<file path="config.mk">
export PLATFORM = sky130hd
export DESIGN_NAME = memory_bus_arbiter_flat
export DESIGN_NICKNAME = d
export VERILOG_FILES = /design/src/rtl/memory_bus_arbiter_if.sv /design/src/rtl/memory_bus_arbiter.sv /design/src/flat_wrapper.sv
export SDC_FILE = /design/constraint.sdc
export NUM_CORES = 1
export LEC_CHECK = 0
export BUFFER_PORTS_ARGS = -buffer_cell sky130_fd_sc_hd__buf_2
export CAP_MARGIN = 20
export CORE_AREA = 4 4 189 191
export DETAILED_ROUTE_END_ITERATION = 6
export DIE_AREA = 0 0 193 195
export GPL_TIMING_DRIVEN = 0
export PLACE_DENSITY = 0.53
export SKIP_CTS_REPAIR_TIMING = 1
export SLEW_MARGIN = 20
export SYNTH_ARGS = -nofsm -noshare
export SYNTH_HDL_FRONTEND = slang
export SYNTH_SLANG_ARGS = --single-unit
</file>
<file path="constraint.sdc">
create_clock -name clk -period 7 [get_ports clk]
set_input_delay 1.75 -clock clk [delete_from_list [all_inputs] [get_ports clk]]
set_output_delay 1.75 -clock clk [all_outputs]
set_load 0.005 [all_outputs]
</file>
<file path="src/rtl/memory_bus_arbiter_if.sv">
// Bus bundle between the pipeline requesters, the arbiter and the DRAM port.
// master: the arbiter's view. slave: the requesters plus DRAM, i.e. the environment.
interface memory_bus_arbiter_if #(
  parameter int unsigned NUM_REQ    = 3,
  parameter int unsigned ADDR_WIDTH = 21,
  parameter int unsigned DATA_WIDTH = 64
);
  // Requester side: packed per-requester fields, requester i at [i*W +: W]
  logic [NUM_REQ-1:0]            req_valid;
  logic [NUM_REQ-1:0]            req_write;
  logic [NUM_REQ*ADDR_WIDTH-1:0] req_addr;
  logic [NUM_REQ*DATA_WIDTH-1:0] req_wdata;
  logic [NUM_REQ-1:0]            req_ready;
  logic [NUM_REQ-1:0]            rsp_valid;
  logic [DATA_WIDTH-1:0]         rsp_rdata;

  // DRAM side
  logic                          mem_req_valid;
  logic                          mem_req_write;
  logic [ADDR_WIDTH-1:0]         mem_req_addr;
  logic [DATA_WIDTH-1:0]         mem_req_wdata;
  logic                          mem_req_ready;
  logic                          mem_rsp_valid;
  logic [DATA_WIDTH-1:0]         mem_rsp_rdata;

  modport master (
    input  req_valid, req_write, req_addr, req_wdata,
    input  mem_req_ready, mem_rsp_valid, mem_rsp_rdata,
    output req_ready, rsp_valid, rsp_rdata,
    output mem_req_valid, mem_req_write, mem_req_addr, mem_req_wdata
  );

  modport slave (
    output req_valid, req_write, req_addr, req_wdata,
    output mem_req_ready, mem_rsp_valid, mem_rsp_rdata,
    input  req_ready, rsp_valid, rsp_rdata,
    input  mem_req_valid, mem_req_write, mem_req_addr, mem_req_wdata
  );
endinterface

</file>
<file path="src/rtl/memory_bus_arbiter.sv">
// Round-robin arbiter sharing the single DRAM bus between fetch, load and store.
// One transaction in flight at a time; a watchdog completes hung transactions
// with zero data and raises a sticky timeout_err.
module memory_bus_arbiter #(
  parameter int unsigned NUM_REQ        = 3,
  parameter int unsigned ADDR_WIDTH     = 21,
  parameter int unsigned DATA_WIDTH     = 64,
  parameter int unsigned TIMEOUT_CYCLES = 255
) (
  input  logic                 clk,
  input  logic                 reset,
  memory_bus_arbiter_if.master bus,
  output logic                 busy,
  output logic                 timeout_err
);

  localparam int unsigned OW = $clog2(NUM_REQ);
  localparam int unsigned TW = $clog2(TIMEOUT_CYCLES + 1);

  typedef enum logic [1:0] {
    IDLE     = 2'd0,
    ISSUE    = 2'd1,
    WAIT_RSP = 2'd2
  } state_t;

  state_t                state_q, state_d;
  logic [OW-1:0]         owner_q, owner_d;
  logic [OW-1:0]         last_grant_q, last_grant_d;
  logic [TW-1:0]         timer_q, timer_d;
  logic                  mem_valid_q, mem_valid_d;
  logic                  mem_write_q, mem_write_d;
  logic [ADDR_WIDTH-1:0] mem_addr_q, mem_addr_d;
  logic [DATA_WIDTH-1:0] mem_wdata_q, mem_wdata_d;
  logic [NUM_REQ-1:0]    req_ready_q, req_ready_d;
  logic [NUM_REQ-1:0]    rsp_valid_q, rsp_valid_d;
  logic [DATA_WIDTH-1:0] rsp_rdata_q, rsp_rdata_d;
  logic                  timeout_d;

  logic                  grant_found;
  logic [OW-1:0]         grant_idx;
  logic [OW-1:0]         cand;
  logic                  timer_expired;

  logic [ADDR_WIDTH-1:0] addr_arr  [NUM_REQ];
  logic [DATA_WIDTH-1:0] wdata_arr [NUM_REQ];

  for (genvar g = 0; g < NUM_REQ; g++) begin : g_unpack
    assign addr_arr[g]  = bus.req_addr[g*ADDR_WIDTH +: ADDR_WIDTH];
    assign wdata_arr[g] = bus.req_wdata[g*DATA_WIDTH +: DATA_WIDTH];
  end

  assign timer_expired = (timer_q == TW'(TIMEOUT_CYCLES - 1));

  assign bus.req_ready     = req_ready_q;
  assign bus.rsp_valid     = rsp_valid_q;
  assign bus.rsp_rdata     = rsp_rdata_q;
  assign bus.mem_req_valid = mem_valid_q;
  assign bus.mem_req_write = mem_write_q;
  assign bus.mem_req_addr  = mem_addr_q;
  assign bus.mem_req_wdata = mem_wdata_q;

  // Round-robin pick: first requesting index after last_grant, wrapping
  always_comb begin
    grant_found = 1'b0;
    grant_idx   = '0;
    cand        = '0;
    for (int unsigned i = 1; i <= NUM_REQ; i++) begin
      cand = OW'((32'(last_grant_q) + i) % NUM_REQ);
      if (!grant_found && bus.req_valid[cand]) begin
        grant_found = 1'b1;
        grant_idx   = cand;
      end
    end
  end

  // Next-state, watchdog and registered-output values
  always_comb begin
    state_d      = state_q;
    owner_d      = owner_q;
    last_grant_d = last_grant_q;
    timer_d      = timer_q;
    mem_valid_d  = mem_valid_q;
    mem_write_d  = mem_write_q;
    mem_addr_d   = mem_addr_q;
    mem_wdata_d  = mem_wdata_q;
    req_ready_d  = '0;
    rsp_valid_d  = '0;
    rsp_rdata_d  = rsp_rdata_q;
    timeout_d    = timeout_err;

    unique case (state_q)
      IDLE: begin
        if (grant_found) begin
          owner_d                = grant_idx;
          last_grant_d           = grant_idx;
          mem_valid_d            = 1'b1;
          mem_write_d            = bus.req_write[grant_idx];
          mem_addr_d             = addr_arr[grant_idx];
          mem_wdata_d            = wdata_arr[grant_idx];
          req_ready_d[grant_idx] = 1'b1;
          timer_d                = '0;
          state_d                = ISSUE;
        end
      end
      ISSUE: begin
        timer_d = timer_q + 1'b1;
        if (bus.mem_req_ready) begin
          mem_valid_d = 1'b0;
          state_d     = WAIT_RSP;
        end else if (timer_expired) begin
          mem_valid_d          = 1'b0;
          rsp_valid_d[owner_q] = 1'b1;
          rsp_rdata_d          = '0;
          timeout_d            = 1'b1;
          state_d              = IDLE;
        end
      end
      WAIT_RSP: begin
        timer_d = timer_q + 1'b1;
        if (bus.mem_rsp_valid) begin
          rsp_valid_d[owner_q] = 1'b1;
          rsp_rdata_d          = bus.mem_rsp_rdata;
          state_d              = IDLE;
        end else if (timer_expired) begin
          rsp_valid_d[owner_q] = 1'b1;
          rsp_rdata_d          = '0;
          timeout_d            = 1'b1;
          state_d              = IDLE;
        end
      end
      default: state_d = IDLE;
    endcase
  end

  // State register
  always_ff @(posedge clk or posedge reset) begin
    if (reset) state_q <= IDLE;
    else       state_q <= state_d;
  end

  // Datapath and output registers
  always_ff @(posedge clk or posedge reset) begin
    if (reset) begin
      owner_q      <= '0;
      last_grant_q <= OW'(NUM_REQ - 1);
      timer_q      <= '0;
      mem_valid_q  <= 1'b0;
      mem_write_q  <= 1'b0;
      mem_addr_q   <= '0;
      mem_wdata_q  <= '0;
      req_ready_q  <= '0;
      rsp_valid_q  <= '0;
      rsp_rdata_q  <= '0;
      busy         <= 1'b0;
      timeout_err  <= 1'b0;
    end else begin
      owner_q      <= owner_d;
      last_grant_q <= last_grant_d;
      timer_q      <= timer_d;
      mem_valid_q  <= mem_valid_d;
      mem_write_q  <= mem_write_d;
      mem_addr_q   <= mem_addr_d;
      mem_wdata_q  <= mem_wdata_d;
      req_ready_q  <= req_ready_d;
      rsp_valid_q  <= rsp_valid_d;
      rsp_rdata_q  <= rsp_rdata_d;
      busy         <= (state_d != IDLE);
      timeout_err  <= timeout_d;
    end
  end

endmodule

</file>
<file path="src/flat_wrapper.sv">
// flat-port wrapper written by rule: the top's interface ports become plain ports
module memory_bus_arbiter_flat 
#(
  parameter int unsigned NUM_REQ        = 3,
  parameter int unsigned ADDR_WIDTH     = 21,
  parameter int unsigned DATA_WIDTH     = 64,
  parameter int unsigned TIMEOUT_CYCLES = 255
)
  (clk, reset, busy, timeout_err, bus_req_valid, bus_req_write, bus_req_addr, bus_req_wdata, bus_mem_req_ready, bus_mem_rsp_valid, bus_mem_rsp_rdata, bus_req_ready, bus_rsp_valid, bus_rsp_rdata, bus_mem_req_valid, bus_mem_req_write, bus_mem_req_addr, bus_mem_req_wdata);
  memory_bus_arbiter_if #(.NUM_REQ(NUM_REQ), .ADDR_WIDTH(ADDR_WIDTH), .DATA_WIDTH(DATA_WIDTH)) bus_i ();
  input  logic clk;
  input  logic reset;
  output logic busy;
  output logic timeout_err;
  input wire logic [$bits(bus_i.req_valid)-1:0] bus_req_valid;
  input wire logic [$bits(bus_i.req_write)-1:0] bus_req_write;
  input wire logic [$bits(bus_i.req_addr)-1:0] bus_req_addr;
  input wire logic [$bits(bus_i.req_wdata)-1:0] bus_req_wdata;
  input wire logic [$bits(bus_i.mem_req_ready)-1:0] bus_mem_req_ready;
  input wire logic [$bits(bus_i.mem_rsp_valid)-1:0] bus_mem_rsp_valid;
  input wire logic [$bits(bus_i.mem_rsp_rdata)-1:0] bus_mem_rsp_rdata;
  output wire logic [$bits(bus_i.req_ready)-1:0] bus_req_ready;
  output wire logic [$bits(bus_i.rsp_valid)-1:0] bus_rsp_valid;
  output wire logic [$bits(bus_i.rsp_rdata)-1:0] bus_rsp_rdata;
  output wire logic [$bits(bus_i.mem_req_valid)-1:0] bus_mem_req_valid;
  output wire logic [$bits(bus_i.mem_req_write)-1:0] bus_mem_req_write;
  output wire logic [$bits(bus_i.mem_req_addr)-1:0] bus_mem_req_addr;
  output wire logic [$bits(bus_i.mem_req_wdata)-1:0] bus_mem_req_wdata;
  assign bus_i.req_valid = bus_req_valid;
  assign bus_i.req_write = bus_req_write;
  assign bus_i.req_addr = bus_req_addr;
  assign bus_i.req_wdata = bus_req_wdata;
  assign bus_i.mem_req_ready = bus_mem_req_ready;
  assign bus_i.mem_rsp_valid = bus_mem_rsp_valid;
  assign bus_i.mem_rsp_rdata = bus_mem_rsp_rdata;
  assign bus_req_ready = bus_i.req_ready;
  assign bus_rsp_valid = bus_i.rsp_valid;
  assign bus_rsp_rdata = bus_i.rsp_rdata;
  assign bus_mem_req_valid = bus_i.mem_req_valid;
  assign bus_mem_req_write = bus_i.mem_req_write;
  assign bus_mem_req_addr = bus_i.mem_req_addr;
  assign bus_mem_req_wdata = bus_i.mem_req_wdata;
  memory_bus_arbiter #(.NUM_REQ(NUM_REQ), .ADDR_WIDTH(ADDR_WIDTH), .DATA_WIDTH(DATA_WIDTH), .TIMEOUT_CYCLES(TIMEOUT_CYCLES)) u_core (.clk(clk), .reset(reset), .bus(bus_i), .busy(busy), .timeout_err(timeout_err));
endmodule
</file>
-- Yosys cells after proc, flatten, opt, wreduce, memory -nomap -nowiden
Cells that the tools add are included.
Widths: inputs -> output; s select.
- memories: 0
- bits of input ports: 329
- register bits: 173
- latch bits: 0
- logic and storage cells: 102
- RAM bits: 0
- bits in read-only memories: 0
- output and inout port bits: 159
- bitwise logic cells: 1
- order comparisons: 8
- reduce and logical (&&, ||, !) cells: 17
- div/mod/pow operators: 3
- muxes and demuxes: 49
- $add $sub $neg: 4
- shift-type cells: 0
- multipliers: 0
- equality and inequality tests: 7
- operators by type and width (cell ; number):
    $mux 64 ; 5
    $bmux 64 s2 ; 1
    $pmux 64 s2 ; 1
    $mod 32x2->32 const B ; 3
    $bmux 21 s2 ; 1
    $mux 21 ; 2
    $pmux 8 s2 ; 1
    $lt 2x3->1 const B ; 5
    $mux 1 ; 15
    $mux 3 ; 5
    $mux 2 ; 7
    $add 8x1->8 const B ; 1
    $bmux 1 s2 ; 4
    $eq 8x8->1 const B ; 1
    $mux 8 ; 1
    $reduce_bool 2->1 ; 4
    $add 2x2->3 const B ; 2
    $pmux 2 s3 ; 1
    $pmux 3 s2 ; 1
    $reduce_and 2->1 ; 3
    $reduce_and 3->1 ; 2
    $demux 1 s2 ; 2
    $ge 2x1->1 const B ; 2
    $logic_and 1x1->1 ; 4
    other kinds (12) ; 15

-- Depth between registers and ports, before layout
- depth in word-level cells: 17
- depth in mapped cells: 12
- gate-level depth less buffers: 7

-- Least setup slack after synthesis
Ideal clock, no wire load.
- kind: input to register
- start: in bus_req_valid[1]
- end: reg u_core.mem_addr_q[8] (netlist: u_core.bus.mem_req_addr[8])
- library setup time: 131 ps
- data required time: 6869 ps
- path buffers: 5
- data arrival time: 3222 ps
- stages: 10
- path slack: 3647 ps
- path through: buf_2 -> mux2i_2 -> o22ai_2 -> o31a_1 -> buf_4 -> nand2b_2 -> buf_6 -> buf_6 -> buf_6 -> o211ai_1
- cells in the longest elaborated chain, start to end: 13
- elaborated cells between the ends (all ways): 21
- classes of those cells: mux: 15; bitwise: 1; reduce/logical: 5
- ends and longest elaborated chain (element ; line ; text):
    start: declaration ; flat_wrapper.sv:15 ; input wire logic [$bits(bus_i.req_valid)-1:0] bus_req_valid;
    $bmux 1 s2 ; memory_bus_arbiter.sv:69 ; if (!grant_found && bus.req_valid[cand]) begin
    $mux 1 (not written as such) ; memory_bus_arbiter.sv:69 ;
    $mux 1 ; memory_bus_arbiter.sv:69 ;
    $logic_not 1->1 ; memory_bus_arbiter.sv:69 ;
    $logic_and 1x1->1 ; memory_bus_arbiter.sv:69 ;
    $mux 1 ; memory_bus_arbiter.sv:69 ;
    $logic_not 1->1 ; memory_bus_arbiter.sv:69 ;
    $logic_and 1x1->1 ; memory_bus_arbiter.sv:69 ;
    $mux 2 ; memory_bus_arbiter.sv:69 ;
    $not 2->3 (not written as such) ; memory_bus_arbiter.sv:98 ; mem_addr_d = addr_arr[grant_idx];
    $bmux 21 s2 ; memory_bus_arbiter.sv:98 ;
    $mux 21 (not written as such) (2 in a row) ; memory_bus_arbiter.sv:98 ;
    end signal: assignment ; memory_bus_arbiter.sv:162 ; mem_addr_q <= mem_addr_d;
    end: declaration ; memory_bus_arbiter.sv:32 ; logic [ADDR_WIDTH-1:0] mem_addr_q, mem_addr_d;
Parallel ways exist; a longest one is shown, timed or not. The select of a mux whose other input is x is not followed.
A chain may end at the register's enable or synchronous reset.

-- Worst setup path after layout
- start: in bus_req_valid[1]
- end: reg u_core.mem_addr_q[9] (netlist: u_core.bus.mem_req_addr[9])
The elaborated chain is that of the path after synthesis.

==> reports/summary.txt <==
Async SR Flop Fraction - 1.000
Final worst path period share - 0.5286
Fin. Hold Viols - 0
Most frequent cells in the layout - 507 x buf_2, 171 x dfrtp_1, 94 x nand2_1
NetSw - 2.869 mW
Clock group share of total power - 0.167
GRT overflow - 0
WL per Instance - 21.22 um
Vias per std cell - 5.060
Post-Place Setup Slack - 2777 ps
Register area share after synthesis - 0.4829
Die height - 195 um
PD cells - 500.3 mW/mm2
TritonCTS clock tree - yes
Critical path class - in -> reg
Largest net degree at the start of global routing - 65
Vias in the first global route - 9509
Startpoint types - input pin
Post-route cell area - 0.01263 mm2
Share of layout cells above drive strength 1 - 0.4108
Comb pwr share - 0.563
Commonest non-fill, non-tap cell in the layout - buf_2
CTS root buf - clkbuf_16
Total negative setup slack - 0 ps
Peak VDD IR - 0.1957 mV
Netlist Area Pre-Place - 0.008916 mm2
Warnings from Yosys - 0
Clk_lat worst skew - 450 ps
Cell Int Power - 3.449 mW
Residual DRC count - 0
CP arrival - 4060 ps
Post-synthesis sequential element count - 172
Input/output buffers - 486
Syn Inst Count - 883
Global Route met2 Usage - 0.3401
Register share of total power - 0.270
Critical path endpoint category - flop
Slew of the pin with the lowest slew margin - 1006 ps
Syn avg cell area - 10.10 um2
Switching Share - 0.4541
Max Slew Vio Count - 0
Area grow syn2layout - 41.65%
Net Count, Synth - 1222
Met3 Resource Use GR - 0.06793
Max_slew headroom - 0.3264
Placed Area - 0.01198 mm2
Dominant register cell in the synthesized netlist - dfrtp_1
CP required - 7360 ps
Crit Path Max Fanout - 10
Vias - 9432
CTS buffer count - 17
Routability congestion estimate - 0.8747
H-tree depth - 4
Clock-pin slew on the worst setup and hold paths - 70 ps
Total GRT Usage - 0.1996
Static Leak - 5.999 nW
DP HPWL - 30.74 mm
Status - finished, final reports clean
Hold WC Path Type - reg -> reg
Global-route wire length before repair - 57.34 mm
# nets final - 1729
Fmax - 270.2 MHz
Setup-failing EPs final - 0
Yosys cell types - 52
Die X - 193 um
Period minus WS final - 3700 ps
Initial cell density of the core - 0.2613
Routed WL - 39.56 mm
Post-route setup slack - 3300 ps
Number of synthesized flops with an enable pin - 0
RSZ-0062 raised after global routing - no
Core area - 0.03412 mm2
Clock sinks - 172
Initial DRC count - 445
First drt pass iteration count - 5
DP Cell Count - 1826
Initial antenna violation count - 9
Worst-case clock buffer depth - 2
Global route hottest layer - met2
Die area - 0.03764 mm2
Antenna viol nets, final - 0
Final Skew - 12.55 ps
Finished Layout Cells - 1864
Met1 Use GR - 0.2379
Number of max-cap violations - 0
I/O Pins - 488
# rows - 68
==> metal layers <==
metal  vias up  share of wire
met5         -         0.0012
met4         6          0.019
met3        49          0.095
met2       430           0.49
met1      4583           0.39
li1       4364              -
==> cell usage after synthesis, drive strengths merged, types with 3 or more instances <==
cell type	count	area, um2
a21o	4	30.03
a21oi	13	68.82
a22o	64	560.5
a32oi	87	762.0
and2	87	544.3
buf	35	244.0
clkbuf	58	217.7
dfrtp	171	4279
ha	10	125.1
inv	10	37.53
mux2i	4	43.79
nand2	95	359.1
nand2b	4	27.53
nand3	91	455.4
nor2	9	33.78
nor3	5	25.02
o211ai	88	700.7
o21ai	12	60.06
o31ai	5	65.06
or4	3	22.52
==> flip-flops by register name, summed over array words and instances (netlist names) <==
signal,flops
u_core.bus.mem_req_wdata,64
u_core.bus.rsp_rdata,64
u_core.bus.mem_req_addr,21
u_core.timer_q,8
u_core.bus.req_ready,3
u_core.bus.rsp_valid,3
u_core.last_grant_q,2
u_core.state_q,2
u_core.bus.mem_req_valid,1
u_core.bus.mem_req_write,1
u_core.busy,1
u_core.owner_q,1
u_core.timeout_err,1
==> cell type report <==
cell class	count	area, um2
diodes	7	17.52
plain buffers	93	461.7
clock buffers	17	425.4
clock inverters	14	206.4
fillers	3536	21490
inverters	10	45.04
multi-input cells	608	4111
flip-flops and latches	172	4305
well taps	455	569.3
repair buffers	488	2487
==> final timing paths <==
| path | from | endpoint | slack, ps | cells after the start |
|---|---|---|---|---|
| max | bus_req_valid[1] | u_core.bus.mem_req_addr[9] | 3300 | 8 |
| min | u_core.timeout_err | u_core.timeout_err | 460 | 1 |
| max reg2reg | u_core.last_grant_q[0] | u_core.bus.mem_req_wdata[10] | 3780 | 10 |
| min reg2reg | u_core.timeout_err | u_core.timeout_err | 460 | 1 |
| max in group asynchronous | reset | u_core.last_grant_q[1] | 4960 | 3 |
| min in group asynchronous | reset | u_core.bus.mem_req_addr[13] | 1320 | 2 |
==> stage by stage <==
step	hold WS [ps]	utilization	power (mW)
global route	505.5	0.3700	6.792
floorplan	447.1	-	3.855
finish	462.3	0.3702	6.319
CTS	469.7	0.3697	6.386
global placement	449.5	0.3493	5.265
detailed placement	453.2	0.3511	5.306
==> worst max-delay path: stages <==
cell	delay (ps)
buf_2	160
nand3b_2	360
nand2_2	170
o31ai_4	670
buf_6	270
clkbuf_1	450
nand2_1	110
o211ai_1	100
==> cells by family after synthesis <==
group | Yosys count | synth area share
buffers and inverters | 103 | 0.05599
multiplexers | 5 | 0.006174
flip-flops | 172 | 0.4829
AO/OA/AOI/OAI | 286 | 0.2659
AND/OR/NAND/NOR | 307 | 0.1750
adder cells (fa/ha/maj) | 10 | 0.01403
==> power groups by stage <==
stage	Clock [mW]	Sequential, mW	Combinational (mW)
3_3_place_gp	0	1.71	3.56
5_1_grt	1.13	1.76	3.91
4_1_cts	1.08	1.70	3.60
3_5_place_dp	0	1.71	3.59
6_report	1.06	1.70	3.56
2_1_floorplan	0	1.73	2.12
Note: power is estimated with default switching activity, not from simulation.
